--- src/rtl/tensor_core_register_readback.sv ---
// Streams a snapshot of the tensor core register file, one byte per beat, over valid/ready.
// The parallel read bus is captured on start so later register writes cannot disturb a dump.
module tensor_core_register_readback #(
    parameter int NUMBER_OF_REGISTERS = 32,
    localparam int M = (NUMBER_OF_REGISTERS - 1) / 16 + 1,
    localparam int A = $clog2(NUMBER_OF_REGISTERS)
) (
    input  logic                        clock_in,
    input  logic                        reset_in,
    input  logic                        start_in,
    input  logic [A-1:0]                start_address_in,
    input  logic [A:0]                  count_in,
    input  logic [M-1:0][3:0][3:0][7:0] register_data_in,
    output logic [7:0]                  data_out,
    output logic [A-1:0]                address_out,
    output logic                        valid_out,
    input  logic                        ready_in,
    output logic                        last_out,
    output logic                        busy_out,
    output logic                        done_out
);

    localparam int N      = NUMBER_OF_REGISTERS;
    localparam int FLAT_W = M * 128;
    localparam int IW     = $clog2(FLAT_W);
    localparam logic [A-1:0] LAST_ADDR = A'(N - 1);
    localparam logic [A:0]   N_COUNT   = (A + 1)'(N);

    // Handshake: a beat transfers on any rising edge where valid_out and ready_in are both
    // high; while valid_out is high and ready_in is low, data/address/last hold steady.

    typedef enum logic [1:0] {
        ST_IDLE,
        ST_STREAM,
        ST_DONE
    } state_t;

    state_t                        state_q, state_d;
    logic [M-1:0][3:0][3:0][7:0]   snapshot_q, snapshot_d;
    logic [A-1:0]                  addr_q, addr_d;
    logic [A:0]                    remaining_q, remaining_d;
    logic [7:0]                    data_q, data_d;
    logic                          valid_q, valid_d;
    logic                          last_q, last_d;
    logic                          busy_q, busy_d;
    logic                          done_q, done_d;

    logic [A-1:0] start_mod;
    logic [A:0]   count_clamped;
    logic [A-1:0] next_addr;

    // Register r lives at [r/16][(r%16)/4][r%4], which is byte r of the flattened bus.
    function automatic logic [7:0] read_byte(input logic [FLAT_W-1:0] flat,
                                             input logic [A-1:0]      addr);
        logic [IW-1:0] base;
        base = IW'({addr, 3'b000});
        return flat[base +: 8];
    endfunction

    // start_address_in is below 2^A < 2N, so one conditional subtraction reduces it mod N.
    assign start_mod     = (start_address_in > LAST_ADDR) ? start_address_in - A'(N)
                                                          : start_address_in;
    assign count_clamped = (count_in > N_COUNT) ? N_COUNT : count_in;
    assign next_addr     = (addr_q == LAST_ADDR) ? '0 : addr_q + A'(1);

    always_comb begin
        state_d     = state_q;
        snapshot_d  = snapshot_q;
        addr_d      = addr_q;
        remaining_d = remaining_q;
        data_d      = data_q;
        valid_d     = valid_q;
        last_d      = last_q;
        busy_d      = busy_q;
        done_d      = 1'b0;
        case (state_q)
            ST_IDLE: begin
                valid_d = 1'b0;
                last_d  = 1'b0;
                busy_d  = 1'b0;
                if (start_in) begin
                    snapshot_d  = register_data_in;
                    addr_d      = start_mod;
                    remaining_d = count_clamped;
                    busy_d      = 1'b1;
                    if (count_clamped == '0) begin
                        state_d = ST_DONE;
                        done_d  = 1'b1;
                    end else begin
                        // First beat comes straight off the bus; the snapshot is not loaded yet.
                        state_d = ST_STREAM;
                        valid_d = 1'b1;
                        last_d  = (count_clamped == (A + 1)'(1));
                        data_d  = read_byte(register_data_in, start_mod);
                    end
                end
            end
            ST_STREAM: begin
                if (ready_in) begin
                    if (remaining_q == (A + 1)'(1)) begin
                        state_d = ST_DONE;
                        valid_d = 1'b0;
                        last_d  = 1'b0;
                        done_d  = 1'b1;
                    end else begin
                        addr_d      = next_addr;
                        remaining_d = remaining_q - (A + 1)'(1);
                        data_d      = read_byte(snapshot_q, next_addr);
                        last_d      = (remaining_q == (A + 1)'(2));
                    end
                end
            end
            ST_DONE: begin
                state_d = ST_IDLE;
                busy_d  = 1'b0;
            end
            default: state_d = ST_IDLE;
        endcase
    end

    always_ff @(posedge clock_in or posedge reset_in) begin
        if (reset_in) begin
            state_q     <= ST_IDLE;
            snapshot_q  <= '0;
            addr_q      <= '0;
            remaining_q <= '0;
            data_q      <= '0;
            valid_q     <= 1'b0;
            last_q      <= 1'b0;
            busy_q      <= 1'b0;
            done_q      <= 1'b0;
        end else begin
            state_q     <= state_d;
            snapshot_q  <= snapshot_d;
            addr_q      <= addr_d;
            remaining_q <= remaining_d;
            data_q      <= data_d;
            valid_q     <= valid_d;
            last_q      <= last_d;
            busy_q      <= busy_d;
            done_q      <= done_d;
        end
    end

    assign data_out    = data_q;
    assign address_out = addr_q;
    assign valid_out   = valid_q;
    assign last_out    = last_q;
    assign busy_out    = busy_q;
    assign done_out    = done_q;

endmodule

--- config.mk ---
export PLATFORM = sky130hd
export DESIGN_NAME = tensor_core_register_readback
export DESIGN_NICKNAME = d
export VERILOG_FILES = /design/src/rtl/tensor_core_register_readback.sv
export SDC_FILE = /design/constraint.sdc
export NUM_CORES = 1
export LEC_CHECK = 0
export ABC_AREA = 1
export CAP_MARGIN = 20
export CORE_MARGIN = 3
export CORE_UTILIZATION = 50
export DETAILED_ROUTE_END_ITERATION = 8
export PLACE_DENSITY = 0.86
export SLEW_MARGIN = 10
export SYNTH_ARGS = -nofsm -noshare
export SYNTH_HDL_FRONTEND = slang
export SYNTH_SLANG_ARGS = --single-unit
--- constraint.sdc ---
create_clock -name clock_in -period 16.5 [get_ports clock_in]
set_input_delay 3.3 -clock clock_in [delete_from_list [all_inputs] [get_ports clock_in]]
set_output_delay 3.3 -clock clock_in [all_outputs]
set_load 0.02 [all_outputs]
==> out/metrics.csv <==
metric,value,unit
outcome,finished with violations,
failing checks,DRC,
metal3 WL,6605,um
first-pass GRT wire length,92980,um
dpl ws,10.17,ns
syn nets,2893,
Routability Congestion,1.029,
total leakage power,11.12,nW
via/cell ratio,5.545,
Netlist cell types,27,
Final nets,3069,
number of routed nets with antenna violations,0,
Required @ worst endpoint,16.99,ns
Synth area leader,dfrtp_1,
Crit Reg-Reg Startpoint,address_out[0],
total gr overflow,0,
Tcrit/Tclk final,35.55,%
hold_sp,snapshot_q[186],
htree depth,1,
fin util,63.31,%
Tmin final,5.866,ns
"Cell Area, Placed",19840,sq um
Worst Tran Pin Value,1.233,ns
FMAX,0.1705,GHz
post-CTS setup buffer count,0,
Final TNS setup,0,ns
Starting Density,51.43,%
Iter 0 DRT Violations,2708,
worst setup path start,start_address_in[0],
synthesized flop and latch total,281,
Clock Skews,0.006999,ns
R2R cell count,16,
final setup fails,0,
top layer in use,met4,
placed insts,3201,
critical path peak fanout,72,
M1 WL,21510,um
"Top FF cell, synth",dfrtp_1,
crit path to,data_out[5],
Critical Path Sink Type,register,
"Hold Vio Cnt, Final",0,
Pre-antenna DRT Iters,9,
Port-buffer cells,287,
Mapped Area,16950,sq um
layout cells sized above 1,2.987,%
largest net degree at the start of global routing,302,
full die area,36130,sq um
WP data arrival,6.36,ns
post_cts resized,0,
clk buf depth,3,
R2R Path End,data_out[5],
fill count,2871,
Hold Buf Count CTS,0,
Peak VDD IR,0.0001427,V
CTS Root Cell,clkbuf_16,
"FFs w/ async S/R, synth",100.0,%
initial antenna violation count,0,
fin. max-slew vios,0,
pwr/cell area,183.1,nW/um^2
worst rel slew slack,17.78,%
# diodes,0,
Mean Syn Cell Area,6.475,sq um
dpl hpwl,41990,um
final std cells w/o fill,3254,
Post-synth EDFFs,0,
Routed Wire Length,60280,um
HP Class,reg -> reg,
reg2reg setup slack,12.82,ns
Setup WS post-layout,10.63,ns
RSZ-0062 raised after global routing,false,
DIE WIDTH,190.1,um
Syn. warnings,0,
drt drc,9,
vias in the first global route,17250,
row cnt,66,
design area,20860,sq um
Synth area leaders,"dfrtp_1 (41%), nand2_1 (20%), nand3_1 (13%)",
clk sink count,281,
IO Count,288,
via count,18040,
Setup CP Type,in -> reg,
share of the synthesized area in the top cell type,41.50,%
core area,32950,sq um
Inserted Clock Buffers,30,
die extent in y,190.1,um
Clock transition at path regs,0.06,ns
number of max-cap violations,0,
CTS tree,built,
Clock Latency Late Sink,0.57,ns
post-DR wirelength/cell,18.53,um
gr usage total,32.54,%
Layout area overhead,23.11,%
metal2 WL,27280,um
CP startpoint kind,primary input,
post-synthesis cell count,2617,
register area share after synthesis,41.50,%
metal layers:
layer  GRT usage [%]  up-vias
met5               0        -
met4           21.87        0
met3           7.794      288
met2           50.95     1225
met1           40.00     8165
li1                -     8364
placed cells by master, fill, tap and decap left out, types with 2 or more instances in the layout:
master,n
buf_12,2
ha_1,4
clkdlybuf4s50_1,285
nor2_4,4
clkbuf_1,5
nor2_1,50
clkinv_2,7
nand4_1,2
nand2_1,887
inv_1,482
o21ai_0,262
a31oi_1,4
dfrtp_1,281
nor2_2,2
clkbuf_16,31
o211ai_1,11
o21ai_1,5
inv_2,7
clkbuf_8,8
a21oi_1,12
buf_4,13
buf_16,2
nand2_4,2
o21a_1,2
nand3_1,431
flip-flops by register name, indices dropped and copies added (netlist names), 2 cells and up:
signal       cells
snapshot_q     256
remaining_q      6
address_out      5
data_out         8
state_q          2
report_power, final:
part           switching [mW]  internal (mW)  leakage [nW]  total, mW
clock                   0.281          0.390         0.483      0.671
sequential              0.191           1.02          3.46       1.21
combinational            1.31          0.622          7.18       1.94
cell usage after synthesis, types with 7 or more instances:
cell,number
a21oi_1,12
buf_2,65
clkbuf_1,66
inv_1,484
buf_1,24
nor2_1,50
nand3_1,431
o211ai_1,11
inv_2,7
dfrtp_1,281
nand2_1,889
o21ai_0,262
metrics by stage:
step                      total power [mW]  hold WS, ns
after global placement               3.011       0.4655
after floorplan                      2.458       0.4530
after CTS                            3.756       0.4867
final                                3.819       0.4845
after detailed placement             3.078       0.4724
after global routing                 4.083       0.5055
layout make-up:
cell class | count | area (sq um) | area share [%]
Clock buffer | 44 | 904.6 | 4.336
Multi-Input combinational cell | 1685 | 7406 | 35.50
Tap cell | 442 | 553.0 | 2.651
Inverter | 492 | 1856 | 8.895
Sequential cell | 281 | 7032 | 33.71
Clock inverter | 7 | 60.06 | 0.2879
Timing Repair Buffer | 303 | 3050 | 14.62
how the worst min path moves through the flow:
stage	slack (ns)	to	cells past startpoint
2_1_floorplan	0.45	snapshot_q[100]	2
3_5_place_dp	0.47	snapshot_q[112]	2
6_report	0.48	snapshot_q[186]	2
4_1_cts	0.49	snapshot_q[112]	2
3_3_place_gp	0.47	snapshot_q[229]	2
5_1_grt	0.51	snapshot_q[72]	2
worst max-delay path, cell delays in order:
cell and delay (ns):
buf_4 0.60, clkinv_2 0.87, buf_4 0.62, nand2_1 0.14
nand3_1 0.08, nand3_1 0.16, nand3_1 0.09, nand2_1 0.14
nand2_1 0.06, nand3_1 0.10, nor2_1 0.05, nor2_1 0.09
logic make-up (layout without fill, tap and decap cells):
kind of cell	after synthesis	in the layout	synth area share, %
compound gates	300	300	9.149
xor+xnor	1	1	0.05170
flops	281	281	41.50
buf+inv	651	846	14.99
simple gates	1379	1379	33.94
fa+ha+maj	5	5	0.3692
Note: power is estimated with default switching activity, not from simulation.
